[src/rtl/adder_pkg.sv]
// Shared state encodings and operation codes for the chunked serial adder.
package adder_pkg;

  localparam logic [1:0] S_IDLE = 2'd0;
  localparam logic [1:0] S_CALC = 2'd1;
  localparam logic [1:0] S_DONE = 2'd2;

  localparam logic OP_ADD = 1'b0;
  localparam logic OP_SUB = 1'b1;

endpackage

[src/rtl/adder_chunk.sv]
// Combinational CHUNK-bit slice: {cout, s} = x + y + cin.
module adder_chunk #(
  parameter int CHUNK = 4
) (
  input  logic [CHUNK-1:0] x,
  input  logic [CHUNK-1:0] y,
  input  logic             cin,
  output logic [CHUNK-1:0] s,
  output logic             cout
);

  assign {cout, s} = {1'b0, x} + {1'b0, y} + {{CHUNK{1'b0}}, cin};

endmodule

[src/rtl/adder_serial_chunked.sv]
// Multi-cycle WIDTH-bit add/subtract unit: one CHUNK-bit slice per cycle, LSB first,
// with a registered carry and valid/ready handshakes on both sides.
module adder_serial_chunked
  import adder_pkg::*;
#(
  parameter int WIDTH = 16,
  parameter int CHUNK = 4
) (
  input  logic             clk,
  input  logic             rst,
  input  logic             in_valid,
  output logic             in_ready,
  input  logic [WIDTH-1:0] a,
  input  logic [WIDTH-1:0] b,
  input  logic             cin,
  input  logic             op_sub,
  output logic             out_valid,
  input  logic             out_ready,
  output logic [WIDTH-1:0] sum,
  output logic             carry,
  output logic             overflow
);

  localparam int NUM_CHUNKS = WIDTH / CHUNK;
  localparam int IDX_W      = (NUM_CHUNKS > 1) ? $clog2(NUM_CHUNKS) : 1;
  localparam logic [IDX_W-1:0] LAST_IDX = IDX_W'(NUM_CHUNKS - 1);

  generate
    if ((WIDTH % CHUNK) != 0 || NUM_CHUNKS < 1) begin : g_bad_params
      $error("adder_serial_chunked: WIDTH must be a non-zero multiple of CHUNK");
    end
  endgenerate

  logic [1:0]       state_reg, state_next;
  logic [WIDTH-1:0] a_reg, b_reg, sum_reg;
  logic             carry_reg, carry_out_reg, ovf_reg;
  logic [IDX_W-1:0] idx_reg;

  logic [CHUNK-1:0] chunk_x, chunk_y, chunk_s;
  logic             chunk_c;
  logic             last_chunk;

  assign chunk_x    = a_reg[int'(idx_reg) * CHUNK +: CHUNK];
  assign chunk_y    = b_reg[int'(idx_reg) * CHUNK +: CHUNK];
  assign last_chunk = (idx_reg == LAST_IDX);

  adder_chunk #(.CHUNK(CHUNK)) u_chunk (
    .x    (chunk_x),
    .y    (chunk_y),
    .cin  (carry_reg),
    .s    (chunk_s),
    .cout (chunk_c)
  );

  always_ff @(posedge clk) begin
    if (rst) state_reg <= S_IDLE;
    else     state_reg <= state_next;
  end

  always_comb begin
    state_next = state_reg;
    case (state_reg)
      S_IDLE:  if (in_valid)                state_next = S_CALC;
      S_CALC:  if (last_chunk)              state_next = S_DONE;
      S_DONE:  if (out_ready)               state_next = S_IDLE;
      default:                              state_next = S_IDLE;
    endcase
  end

  always_comb begin
    in_ready  = (state_reg == S_IDLE);
    out_valid = (state_reg == S_DONE);
  end

  // Subtraction is a + ~b + ~borrow_in, so the operand inversion and carry seed happen at accept.
  always_ff @(posedge clk) begin
    if (rst) begin
      a_reg         <= '0;
      b_reg         <= '0;
      sum_reg       <= '0;
      carry_reg     <= 1'b0;
      carry_out_reg <= 1'b0;
      ovf_reg       <= 1'b0;
      idx_reg       <= '0;
    end else begin
      case (state_reg)
        S_IDLE: begin
          if (in_valid) begin
            a_reg     <= a;
            b_reg     <= (op_sub == OP_SUB) ? ~b : b;
            carry_reg <= (op_sub == OP_SUB) ? ~cin : cin;
            idx_reg   <= '0;
          end
        end
        S_CALC: begin
          sum_reg[int'(idx_reg) * CHUNK +: CHUNK] <= chunk_s;
          carry_reg <= chunk_c;
          if (last_chunk) begin
            carry_out_reg <= chunk_c;
            ovf_reg <= (a_reg[WIDTH-1] == b_reg[WIDTH-1]) &&
                       (chunk_s[CHUNK-1] != a_reg[WIDTH-1]);
          end else begin
            idx_reg <= idx_reg + 1'b1;
          end
        end
        default: ;
      endcase
    end
  end

  assign sum      = sum_reg;
  assign carry    = carry_out_reg;
  assign overflow = ovf_reg;

endmodule

[config.mk]
export PLATFORM = sky130hd
export DESIGN_NAME = adder_serial_chunked
export DESIGN_NICKNAME = d
export VERILOG_FILES = /design/src/rtl/adder_pkg.sv /design/src/rtl/adder_chunk.sv /design/src/rtl/adder_serial_chunked.sv
export SDC_FILE = /design/constraint.sdc
export NUM_CORES = 1
export LEC_CHECK = 0
export CAP_MARGIN = 5
export CORE_AREA = 2 2 89 91
export CTS_CLUSTER_DIAMETER = 120
export CTS_CLUSTER_SIZE = 24
export DETAILED_ROUTE_END_ITERATION = 6
export DIE_AREA = 0 0 91 93
export DONT_BUFFER_PORTS = 1
export HOLD_SLACK_MARGIN = 0.08
export PLACE_DENSITY = 0.59
export SLEW_MARGIN = 25
export SYNTH_ARGS = -nofsm -noshare
export SYNTH_HDL_FRONTEND = slang
export SYNTH_SLANG_ARGS = --single-unit
[constraint.sdc]
create_clock -name clk -period 8.2 [get_ports clk]
set_input_delay 2.46 -clock clk [delete_from_list [all_inputs] [get_ports clk]]
set_output_delay 2.46 -clock clk [all_outputs]
set_load 0.005 [all_outputs]
-- After elaboration in Yosys (flattened, before gate mapping)
Cells that the tools add are included.
- memory bits (read-only): 0
- bits in writable memories: 0
- memories: 0
- register bits after elaboration: 55
- bits in latches: 0
- muxes and demuxes: 12
- equal/unequal tests: 9
- bitwise operators: 2
- magnitude comparators: 0
- multiply operators: 0
- divide/modulo/power cells: 0
- $add $sub $neg: 4
- reductions and logical operators: 8
- shift-type cells: 4
- operators by type and width (kind ; count):
    $neg 4->33 ; 1
    $shift 4x33->16 const A ; 1
    $shiftx 4x33->16 ; 1
    $shiftx 16x5->4 ; 2
    $bwmux 16 ; 1
    $mux 16 ; 1
    $not 16->16 ; 1
    $mux 2 ; 5
    $ne 2x2->1 const B ; 3
    $pmux 2 s3 ; 1
    $reduce_and 2->1 ; 3
    $reduce_and 3->1 ; 2
    $add 4x4->5 ; 1
    $add 5x1->5 ; 1
    $eq 2x2->1 const B ; 2
    $pmux 2 s2 ; 1
    $add 2x1->2 const B ; 1
    $eq 2x1->1 const B ; 1
    $logic_not 2->1 ; 1
    $mux 1 ; 2
    $ne 2x1->1 const B ; 1
    $pmux 1 s2 ; 1
    $reduce_bool 2->1 ; 1
    $eq 1x1->1 ; 1
    other kinds (3) ; 3

-- Longest topological paths before layout
- depth in word-level cells: 5
- gate-level depth with buffers: 9
- gate-level depth less buffers: 8

-- By module
A second synthesis with hierarchy kept.
- cells, all modules: 279
- area total of the unflattened synthesis: 2723.9 um^2
- by module, submodules not included (module ; area an instance (um^2) ; cells each ; times used):
    adder_serial_chunked ; 2580.0 ; 263 ; 1
    adder_chunk ; 143.9 ; 16 ; 1

-- Worst setup path before layout
Ideal clock, no wire load.
- path kind: input to register
- from: input port in_valid
- to: register b_reg[10]
- cell stages on the path: 4
- required time: 8.066 ns
- slack: 4.815 ns
- arrival time: 3.251 ns
- cell sequence: nor3b_1 -> buf_2 -> buf_2 -> a211oi_1
- word-level cells in the longest chain between the ends: 1
- RTL lines (item ; line ; RTL):
    start: declaration ; adder_serial_chunked.sv:11 ; input logic in_valid,
    $reduce_and 2->1 (no source line) ; - ;
    end signal: assignment ; adder_serial_chunked.sv:90 ; b_reg <= (op_sub == OP_SUB) ? ~b : b;
    end: declaration ; adder_serial_chunked.sv:35 ; logic [WIDTH-1:0] a_reg, b_reg, sum_reg;
Every way passes these cells.
A chain may end at the register's enable or synchronous reset.

-- Final worst setup path
- from: register state_reg[1]
- to: output port out_valid
- word-level cells in the longest chain between the ends: 1
- RTL lines (item ; line ; RTL):
    start: declaration ; adder_serial_chunked.sv:34 ; logic [1:0] state_reg, state_next;
    start signal: assignment ; adder_serial_chunked.sv:57 ; else state_reg <= state_next;
    $eq 2x2->1 ; adder_serial_chunked.sv:72 ; out_valid = (state_reg == S_DONE);
    end: declaration ; adder_serial_chunked.sv:17 ; output logic out_valid,
Every way passes these cells.

==> metrics <==
status=finished, final reports clean; RSZ-0062 raised after global routing=false; Initial DRC Count=71; post-synthesis simple-gate area fraction=16.6%; die width=91 microns; CTS max path bufs=2; CP max-delay cell=dfxtp_1; Pwr Density=192 nW/um^2; clk_skew=0.00923 ns; fin nets=322; Max Slew Vio Count=0; critical path's top delay family=flip-flops; crit-path cells=inv_1, nor2_1; number of maximum-capacitance violations=0; post-synth top area cell=dfxtp_1; die area=8460 sq um; Synth top area share=43.3%; #FFs+latches synth=55; EDFF count, synth=0; vias per cell=4.94; Antenna diodes=0; first-pass GRT wire length=9090 microns; crit path capture type=output port; number of remaining DRC errors=0; GRT overflow=0; Clock transition at path regs=0.10 ns; Clock Root Buffer=clkbuf_8; crit path max fanout=6; Hold Crit Class=reg2reg; post_cts resized=0; Reg area=1100 sq um; clock latency on the worst-skew pair=0.30 ns; Setup CP Type=reg2out; cts-stage hold buffer count=0; HPWL after DPL=3940 microns; CTS buffer count=5; Fillers=817; I/O pin count=58; Cells after Synth=281; Routability Congestion=0.777; post-synthesis mux area share=7.08%; CTS H-tree lvls=2; Post-synth top flop=dfxtp_1; layout cells sized above 1=6.93%; P&R area growth vs syn=6.34%; drt pass-1 iters=4; Post-Synth XOR/XNOR Area=6.19%; commonest non-fill, non-tap cell in the layout=dfxtp_1; CP startpoint kind=register; Initial Util=33.8%; synthesis warning total=0; syn avg cell area=9.06 sq um; overall power=519 uW; Die Ht=93 microns; global-route usage over all layers=13.6%; total detailed-routing wirelength=5550 microns; CTS tree=yes; Synth cell types=30; ANT nets after route=0; clock period minus worst slack=3.52 ns; Max Clock Freq=284 MHz; setup TNS=0 ns; Static Leak=0.000972 uW; Slew HR=50.7%; worst-margin pin slew=0.738 ns; mapped cell area=2540 sq um; total number of vias=1,857; Core ar.=7530 sq um; CP bufs+invs=1; Post-CTS Setup Bufs=0; largest family of logic cells by synthesized area=compound AO/OA/AOI/OAI gates; drt wl/cell=14.8 microns; VDD IR max=68.3 uV; clock sink count=55; pin count of the biggest net entering global routing=55; sequential element share of the synthesized area=43.3%; Synth Net Count=330; Synth Area in Compound Gates=16.8%; Port Buffers=0; adder-cell share of the synthesized area=6.00%; top post-synthesis cells by area=dfxtp_1 (43%), mux4_2 (7.1%), nand2_1 (6.5%); footprint of the multi-input gates=1350 sq um; vias in the first global route=1,823; # setup viols final=0; CP max stage delay=0.45 ns; worst endpoint required time=5.74 ns; Cell Rows=32; Final Hold Viols=0; commonest non-fill, non-tap cells in the layout=dfxtp_1 (55), nand2_1 (44), nor2_1 (38); asr flop ratio synth=0%; Tcrit/Tclk final=42.9%; Crit path arrival time=1.06 ns; initial antenna violation count=0
-- worst min-delay path, stage by stage (launching register included) --
cell	delay, ns
dfxtp_1	0.32
nand2_1	0.05
a21oi_1	0.05
-- per-stage QoR --
step / hold WS [ns] / setup WS [ns] / instance area (sq um) / cells / utilization, %
3_5_place_dp: 0.441 / 4.70 / 2620 / 368 / 34.8
4_1_cts: 0.455 / 4.68 / 2710 / 376 / 36.0
5_1_grt: 0.474 / 4.60 / 2710 / 376 / 36.0
6_report: 0.454 / 4.68 / 2710 / 376 / 36.0
2_1_floorplan: 0.433 / 4.81 / 2540 / 281 / -
3_3_place_gp: 0.435 / 4.70 / 2620 / 368 / 34.8
-- synth_stat cells, drive strengths merged (2+ instances only) --
cell type  number
dfxtp          55
nand2          44
nor2           38
a21oi          23
a211oi         19
xnor2          18
a22oi          13
clkbuf         11
inv            10
ha              9
mux4            8
buf             5
nand3           4
and4            3
nor3b           3
a31oi           2
and2            2
fa              2
o21ai           2
-- worst paths after layout --
kind	start	endpoint	slack, ns	cells past startpoint
worst min register to register	a_reg[13]	a_reg[13]	0.45	2
worst min-delay path	a_reg[13]	a_reg[13]	0.45	2
worst max register to register	idx_reg[0]	overflow	5.17	6
worst max-delay path	state_reg[1]	out_valid	4.68	2
-- cells by family (layout without fill, tap and decap cells) --
kind of cell,after synthesis,count (layout)
AND/OR/NAND/NOR,98,98
AO/OA/AOI/OAI,65,65
flip-flops,55,55
buffers and inverters,26,19
XOR/XNOR,18,18
adder cells (fa/ha/maj),11,11
multiplexers,8,8
-- routing by layer --
| layer | track usage (%) | part of all wire (%) |
|---|---|---|
| met5 | 0 | 0 |
| met1 | 16.4 | 44 |
| met3 | 5.40 | 7.9 |
| met4 | 5.56 | 1.4 |
| met2 | 21.7 | 47 |
-- power breakdown --
| group | switching, uW | internal, uW |
|---|---|---|
| clock network | 86.4 | 60.3 |
| logic | 42.7 | 35.6 |
| registers | 11.7 | 282 |
| total | 141 | 378 |
-- cell type report --
cell class / instances / area share [%]
well taps: 102 / 4.72
clock inverters: 3 / 0.693
clock buffers: 5 / 2.54
inverters: 10 / 1.39
flip-flops and latches: 55 / 40.7
multi-input cells: 200 / 49.7
repair buffers: 1 / 0.277
Power figures use the tool's default switching activity.
